## config.mk

```make
export PLATFORM = sky130hd
export DESIGN_NAME = multicycle_alu_ctrl_flat
export DESIGN_NICKNAME = d
export VERILOG_FILES = /design/src/rtl/multicycle_alu_ctrl_if.sv /design/src/rtl/multicycle_alu_ctrl.sv /design/src/flat_wrapper.sv
export SDC_FILE = /design/constraint.sdc
export NUM_CORES = 1
export LEC_CHECK = 0
export CAP_MARGIN = 20
export CORE_ASPECT_RATIO = 1.75
export CORE_MARGIN = 2
export CORE_UTILIZATION = 25
export DETAILED_ROUTE_END_ITERATION = 8
export PLACE_DENSITY = 0.48
export SETUP_SLACK_MARGIN = 0.15
export SYNTH_ARGS = -nofsm -noshare
export SYNTH_HDL_FRONTEND = slang
export SYNTH_SLANG_ARGS = --single-unit
export TNS_END_PERCENT = 100
```

## constraint.sdc

```tcl
create_clock -name clk_i -period 4 [get_ports clk_i]
set_input_delay 0.8 -clock clk_i [delete_from_list [all_inputs] [get_ports clk_i]]
set_output_delay 0.8 -clock clk_i [all_outputs]
set_load 0.03 [all_outputs]
```

## src/rtl/multicycle_alu_ctrl_if.sv

```systemverilog
// Request/response bundle for multicycle_alu_ctrl.
//
// Handshake semantics (both channels):
//   A request transfers on a rising clock edge where valid_i && ready_o.
//   A result transfers on a rising clock edge where valid_o && ready_i.
//   While valid_o is high and ready_i is low, result_o/zero_o/illegal_o hold
//   steady. valid_i seen while ready_o is low has no effect.
//
// Signals:
//   valid_i, funct_i[9:0], ALUOp_i[1:0], rs1_i, rs2_i : request (master -> slave)
//   ready_o                                           : slave can accept
//   valid_o, result_o, zero_o, illegal_o              : response (slave -> master)
//   ready_i                                           : master takes the response
//   state_dbg[1:0]                                    : controller FSM state, debug only
interface multicycle_alu_ctrl_if #(
  parameter int XLEN = 32
) ();
  logic            valid_i;
  logic            ready_o;
  logic [9:0]      funct_i;
  logic [1:0]      ALUOp_i;
  logic [XLEN-1:0] rs1_i;
  logic [XLEN-1:0] rs2_i;
  logic            valid_o;
  logic            ready_i;
  logic [XLEN-1:0] result_o;
  logic            zero_o;
  logic            illegal_o;
  logic [1:0]      state_dbg;

  modport master (
    output valid_i, funct_i, ALUOp_i, rs1_i, rs2_i, ready_i,
    input  ready_o, valid_o, result_o, zero_o, illegal_o, state_dbg
  );

  modport slave (
    input  valid_i, funct_i, ALUOp_i, rs1_i, rs2_i, ready_i,
    output ready_o, valid_o, result_o, zero_o, illegal_o, state_dbg
  );
endinterface

```

## src/rtl/multicycle_alu_ctrl.sv

```systemverilog
// Multicycle ALU controller: decodes ALUOp/funct, computes single-cycle ALU
// operations in one cycle and multiplication with a radix-2 shift-add
// sequencer (one multiplier bit per cycle, XLEN cycles).
//
// Ports:
//   clk_i    : clock, rising edge
//   rst_n_i  : asynchronous active-low reset
//   bus      : multicycle_alu_ctrl_if slave modport (request/response handshake)
//
// FSM: IDLE (ready_o=1) -> DONE for single-cycle ops and illegal requests,
//      IDLE -> MUL -> DONE for multiply; DONE -> IDLE once ready_i is seen.
module multicycle_alu_ctrl #(
  parameter int XLEN   = 32,
  parameter bit MUL_EN = 1'b1
) (
  input  logic clk_i,
  input  logic rst_n_i,
  multicycle_alu_ctrl_if.slave bus
);

  localparam int SHW = $clog2(XLEN);
  localparam logic [SHW-1:0] CNT_LAST = SHW'(XLEN - 1);

  typedef enum logic [1:0] {
    S_IDLE = 2'd0,
    S_MUL  = 2'd1,
    S_DONE = 2'd2
  } state_e;

  typedef enum logic [3:0] {
    OP_ADD, OP_SUB, OP_AND, OP_OR, OP_XOR,
    OP_SLL, OP_SRL, OP_SRA, OP_SLT, OP_MUL, OP_ILL
  } op_e;

  state_e          state_q, state_d;
  logic [SHW-1:0]  cnt_q, cnt_d;
  logic [XLEN-1:0] mcand_q, mcand_d;
  logic [XLEN-1:0] mplier_q, mplier_d;
  logic [XLEN-1:0] acc_q, acc_d;
  logic [XLEN-1:0] result_q, result_d;
  logic            zero_q, zero_d;
  logic            illegal_q, illegal_d;

  logic [6:0]      funct7;
  logic [2:0]      funct3;
  logic [XLEN-1:0] op_a, op_b;
  logic [SHW-1:0]  shamt;
  op_e             op;
  logic [XLEN-1:0] alu_res;
  logic [XLEN-1:0] partial;

  assign funct7 = bus.funct_i[9:3];
  assign funct3 = bus.funct_i[2:0];
  assign op_a   = bus.rs1_i;
  assign op_b   = bus.rs2_i;
  assign shamt  = bus.rs2_i[SHW-1:0];

  // Decode. Only meaningful on the accept edge; outside IDLE it is ignored.
  always_comb begin
    op = OP_ILL;
    case (bus.ALUOp_i)
      2'b00: begin
        // I-type: funct7 only qualifies the shift encodings.
        case (funct3)
          3'b000: op = OP_ADD;
          3'b111: op = OP_AND;
          3'b110: op = OP_OR;
          3'b100: op = OP_XOR;
          3'b001: op = (funct7 == 7'b0000000) ? OP_SLL : OP_ILL;
          3'b101: begin
            if (funct7 == 7'b0000000)      op = OP_SRL;
            else if (funct7 == 7'b0100000) op = OP_SRA;
            else                           op = OP_ILL;
          end
          default: op = OP_ILL;
        endcase
      end
      2'b01: op = OP_SUB;
      2'b10: begin
        case ({funct7, funct3})
          10'b0000000_000: op = OP_ADD;
          10'b0000000_111: op = OP_AND;
          10'b0000000_110: op = OP_OR;
          10'b0000000_100: op = OP_XOR;
          10'b0000000_001: op = OP_SLL;
          10'b0000000_101: op = OP_SRL;
          10'b0000000_010: op = OP_SLT;
          10'b0100000_000: op = OP_SUB;
          10'b0100000_101: op = OP_SRA;
          10'b0000001_000: op = MUL_EN ? OP_MUL : OP_ILL;
          default:         op = OP_ILL;
        endcase
      end
      default: op = OP_ILL;
    endcase
  end

  // Single-cycle datapath; illegal and mul yield 0 here (mul result comes
  // from the shift-add accumulator instead).
  always_comb begin
    alu_res = '0;
    case (op)
      OP_ADD:  alu_res = op_a + op_b;
      OP_SUB:  alu_res = op_a - op_b;
      OP_AND:  alu_res = op_a & op_b;
      OP_OR:   alu_res = op_a | op_b;
      OP_XOR:  alu_res = op_a ^ op_b;
      OP_SLL:  alu_res = op_a << shamt;
      OP_SRL:  alu_res = op_a >> shamt;
      OP_SRA:  alu_res = $unsigned($signed(op_a) >>> shamt);
      OP_SLT:  alu_res = {{(XLEN-1){1'b0}}, ($signed(op_a) < $signed(op_b))};
      default: alu_res = '0;
    endcase
  end

  // One shift-add step: add the (already shifted) multiplicand when the
  // current low multiplier bit is set.
  assign partial = acc_q + (mplier_q[0] ? mcand_q : '0);

  always_comb begin
    state_d   = state_q;
    cnt_d     = cnt_q;
    mcand_d   = mcand_q;
    mplier_d  = mplier_q;
    acc_d     = acc_q;
    result_d  = result_q;
    zero_d    = zero_q;
    illegal_d = illegal_q;
    case (state_q)
      S_IDLE: begin
        // ready_o is high in IDLE, so valid_i alone means accept.
        if (bus.valid_i) begin
          if (op == OP_MUL) begin
            state_d  = S_MUL;
            cnt_d    = '0;
            mcand_d  = op_a;
            mplier_d = op_b;
            acc_d    = '0;
          end else begin
            state_d   = S_DONE;
            result_d  = alu_res;
            zero_d    = (alu_res == '0);
            illegal_d = (op == OP_ILL);
          end
        end
      end
      S_MUL: begin
        acc_d    = partial;
        mcand_d  = mcand_q << 1;
        mplier_d = mplier_q >> 1;
        cnt_d    = cnt_q + SHW'(1);
        if (cnt_q == CNT_LAST) begin
          state_d   = S_DONE;
          cnt_d     = '0;
          result_d  = partial;
          zero_d    = (partial == '0);
          illegal_d = 1'b0;
        end
      end
      S_DONE: begin
        if (bus.ready_i) state_d = S_IDLE;
      end
      default: state_d = S_IDLE;
    endcase
  end

  always_ff @(posedge clk_i or negedge rst_n_i) begin
    if (!rst_n_i) begin
      state_q   <= S_IDLE;
      cnt_q     <= '0;
      mcand_q   <= '0;
      mplier_q  <= '0;
      acc_q     <= '0;
      result_q  <= '0;
      zero_q    <= 1'b1;
      illegal_q <= 1'b0;
    end else begin
      state_q   <= state_d;
      cnt_q     <= cnt_d;
      mcand_q   <= mcand_d;
      mplier_q  <= mplier_d;
      acc_q     <= acc_d;
      result_q  <= result_d;
      zero_q    <= zero_d;
      illegal_q <= illegal_d;
    end
  end

  assign bus.ready_o   = (state_q == S_IDLE);
  assign bus.valid_o   = (state_q == S_DONE);
  assign bus.result_o  = result_q;
  assign bus.zero_o    = zero_q;
  assign bus.illegal_o = illegal_q;
  assign bus.state_dbg = state_q;

endmodule

```

## src/flat_wrapper.sv

```systemverilog
// flat-port wrapper written by rule: the top's interface ports become plain ports
module multicycle_alu_ctrl_flat 
#(
  parameter int XLEN   = 32,
  parameter bit MUL_EN = 1'b1
)
  (clk_i, rst_n_i, bus_valid_i, bus_funct_i, bus_ALUOp_i, bus_rs1_i, bus_rs2_i, bus_ready_i, bus_ready_o, bus_valid_o, bus_result_o, bus_zero_o, bus_illegal_o, bus_state_dbg);
  multicycle_alu_ctrl_if #(.XLEN(XLEN)) bus_i ();
  input  logic clk_i;
  input  logic rst_n_i;
  input wire logic [$bits(bus_i.valid_i)-1:0] bus_valid_i;
  input wire logic [$bits(bus_i.funct_i)-1:0] bus_funct_i;
  input wire logic [$bits(bus_i.ALUOp_i)-1:0] bus_ALUOp_i;
  input wire logic [$bits(bus_i.rs1_i)-1:0] bus_rs1_i;
  input wire logic [$bits(bus_i.rs2_i)-1:0] bus_rs2_i;
  input wire logic [$bits(bus_i.ready_i)-1:0] bus_ready_i;
  output wire logic [$bits(bus_i.ready_o)-1:0] bus_ready_o;
  output wire logic [$bits(bus_i.valid_o)-1:0] bus_valid_o;
  output wire logic [$bits(bus_i.result_o)-1:0] bus_result_o;
  output wire logic [$bits(bus_i.zero_o)-1:0] bus_zero_o;
  output wire logic [$bits(bus_i.illegal_o)-1:0] bus_illegal_o;
  output wire logic [$bits(bus_i.state_dbg)-1:0] bus_state_dbg;
  assign bus_i.valid_i = bus_valid_i;
  assign bus_i.funct_i = bus_funct_i;
  assign bus_i.ALUOp_i = bus_ALUOp_i;
  assign bus_i.rs1_i = bus_rs1_i;
  assign bus_i.rs2_i = bus_rs2_i;
  assign bus_i.ready_i = bus_ready_i;
  assign bus_ready_o = bus_i.ready_o;
  assign bus_valid_o = bus_i.valid_o;
  assign bus_result_o = bus_i.result_o;
  assign bus_zero_o = bus_i.zero_o;
  assign bus_illegal_o = bus_i.illegal_o;
  assign bus_state_dbg = bus_i.state_dbg;
  multicycle_alu_ctrl #(.XLEN(XLEN), .MUL_EN(MUL_EN)) u_core (.clk_i(clk_i), .rst_n_i(rst_n_i), .bus(bus_i));
endmodule
```

==> impl_metrics.yaml <==
hold_path:
  min_path_type: "in2async"
grt:
  grt_usage: 0.258
  top_usage_layer: "met2"
  antenna_found_initial: 1
  grt_max_degree: 151
  overflow: 0
  grt_pass1_wl_um: 141000
  grt_pass1_vias: 22100
  grtUsageMet3: 0.0181
  grtUsageMet1: 0.283
  grt_util_met2: 0.461
die:
  dieArea_sq_um: 73000
  initial_core_util: 0.251
  core_area_sq_um: 70400
  rows: 129
  die_h_um: 356
  top_level_ports: 118
  die_x_um: 205
timing:
  max_freq_mhz: 234
  drv_slew: 0
  setup_ws_ns: -0.278
  period_minus_slack_ns: 4.28
  rsz0062_at_grt: "yes"
  max_slew_margin: 0.431
  hold_viol_final: 0
  worst_pin_slew_ns: 0.847
  fin_skew_ns: 0.0271
  setup_violations: 2
  post-route-period-util: 1.07
yosys:
  async_flop_share: 1.00
  yosysSeqAreaShare: 0.194
  synth-seq-cells: 137
  syn_inst: 2343
  synth.avg_cell_area_sq_um: 7.55
  ys_types: 87
  syn_nets: 2556
  yosysWarnings: 0
  ys.flop_type: "dfrtp_1"
  netlist_area_sq_um: 17700
  synth_edf_count: 0
clock_network:
  cts_made_buffers: 25
  hold_buffers: 0
  clk_pin_slew_worst_paths_ns: 0.07
  cts-root-buf: "clkbuf_16"
  cts_tree: "yes"
  cts_buffer_depth: 3
  cts.sink_count: 137
  clock_latency_ns: 0.50
  htreeDepth: 4
routing:
  drc_errors: 0
  dr_total_vias: 21600
  wl_per_cell_um: 24.0
  firstDrtPassIters: 5
  vias_per_cell: 5.40
  ant_nets: 0
  drt_iter0_markers: 1662
  finalWirelength_um: 96300
pwr:
  power.density_nw_per_um2: 377
  ir_drop_v: 0.000248
  p_leak_nw: 12.8
worst_setup_path:
  critPathLaunchType: "input port"
  path_class: "in2reg"
  crit_fanout: 8
  end_kind: "flip-flop"
  arrival_ns: 4.71
  crit_required_ns: 4.43
place:
  placed_area_sq_um: 24900
  place_congestion: 1.02
  hpwl_um: 78000
  pre_cts_ws_ns: -1.43
  port_buffers: 117
run_status:
  outcome: "complete, but fails checks"
  violations: "setup timing"
layout:
  syn2layout_area_growth_pct: 59.2
  fin_nets: 3297
  most-common-layout-cells: "705 x buf_4, 262 x nand2_1, 223 x nor2_1"
  final_area_sq_um: 28200
  drive_gt1_frac: 0.390
  final_common_cell: "buf_4"
run:
  drv_cap: 0
==> metrics by stage <==
stage               cells  hold slack, ns   util  TNS (ns)  power, W
finish               4006           0.241  0.400    -0.280    0.0106
CTS                  3956           0.252  0.384    -0.415    0.0103
global route         4006           0.284  0.400    -0.598    0.0113
global placement     3883           0.465  0.355    -80.18   0.00800
detailed placement   3883           0.467  0.355    -84.64   0.00808
floorplan            2343           0.449      -    -0.354   0.00527
==> power breakdown <==
part / leakage [nW] / internal (W) / switching, W
Combinational: 10.6 / 0.00301 / 0.00335
Clock: 0.343 / 0.00121 / 0.000654
Sequential: 1.76 / 0.00200 / 0.000404
==> Yosys cell counts, drive strengths merged (9+ instances only) <==
library cell  instances  share of area
xnor2                34          0.017
o211ai               33          0.014
o21a                 11         0.0047
mux4                 60          0.076
a21boi                9         0.0038
o21ai               173          0.049
nand2               268          0.057
nor2b                19         0.0067
o31ai                19         0.0081
nand2b               21         0.0074
clkbuf              133          0.028
nand3                45          0.013
ha                  130          0.092
o22ai                18         0.0064
dfrtp               136           0.19
and3                 16         0.0057
nor4                 20         0.0074
o311ai                9         0.0045
a221oi               12         0.0059
o221ai               11         0.0054
buf                  57          0.016
a22o                 22          0.011
nand4                24         0.0085
a22oi                11         0.0047
or3                  18         0.0064
o21bai               16         0.0068
a31oi                23         0.0081
a2111oi              15         0.0079
xor2                 15         0.0074
mux2i                60          0.034
mux2                 20          0.013
nor3                 58          0.016
nor2                238          0.051
a211oi               42          0.018
a211o                 9         0.0045
a21o                 41          0.017
inv                 109          0.023
a21oi               224          0.063
and2                 43          0.015
==> cell families after synthesis <==
logic type / synth area share
flops: 0.194
fa+ha+maj: 0.0954
compound gates: 0.286
mux: 0.123
buf+inv: 0.0679
simple gates: 0.209
xor+xnor: 0.0243
==> routing by layer <==
layer	part of all wire	vias up	wire, um
met4	0.094	0	9050
met2	0.50	726	48200
met3	0.034	296	3320
met5	0	-	0
met1	0.37	10500	35700
li1	-	10100	-
==> what timing repair did <==
action | in CTS | in global routing
resized for setup | 313 | 207
hold endpoints to repair | 0 | 0
setup endpoints to repair | 135 | 35
pin swaps | 84 | 112
gates cloned | 1 | 3
buffers inserted | 41 | 46
==> worst max-delay path, cell delays in order <==
cell and delay [ns]:
dlygate4sd2_1 0.30, buf_4 0.21, mux4_2 0.49, mux2i_1 0.15
buf_4 0.13, nor2_1 0.05, a31oi_2 0.31, o21ai_2 0.16
buf_4 0.16, o21ai_0 0.14, o21ai_1 0.12, nor4_1 0.29
buf_4 0.17, and4_4 0.22, nand4_1 0.30, nor4bb_2 0.40
nand4_1 0.14, o21ai_1 0.15
==> worst paths after layout <==
path	start	endpoint	slack, ns	cells past startpoint
min	rst_n_i	u_core.bus.result_o[28]	0.24	1
min reg2reg	u_core.bus.result_o[20]	u_core.bus.result_o[20]	0.47	2
max in group asynchronous	rst_n_i	u_core.bus.result_o[16]	2.93	2
max reg2reg	u_core.mplier_q[0]	u_core.bus.zero_o	-0.08	18
max	bus_rs1_i[24]	u_core.bus.zero_o	-0.28	18
min in group clk_i	u_core.bus.result_o[20]	u_core.bus.result_o[20]	0.47	2
==> layout make-up <==
cell class              instances  area, sq um
fillers                      7265        42200
multi-input cells            1907        14800
repair buffers                903         7640
flip-flops and latches        137         3430
well taps                     917         1150
clock buffers                  29          661
inverters                     110          432
clock inverters                 2         35.0
diodes                          1         2.50
==> sequential cells by signal (all words and copies together) (netlist names) <==
name and flops:
u_core.cnt_q 5, u_core.bus.result_o 32, u_core.mplier_q 32, u_core.bus.illegal_o 1
u_core.mcand_q 32, u_core.bus.zero_o 1, u_core.bus.state_dbg 2, u_core.acc_q 32
Power figures use the tool's default switching activity.
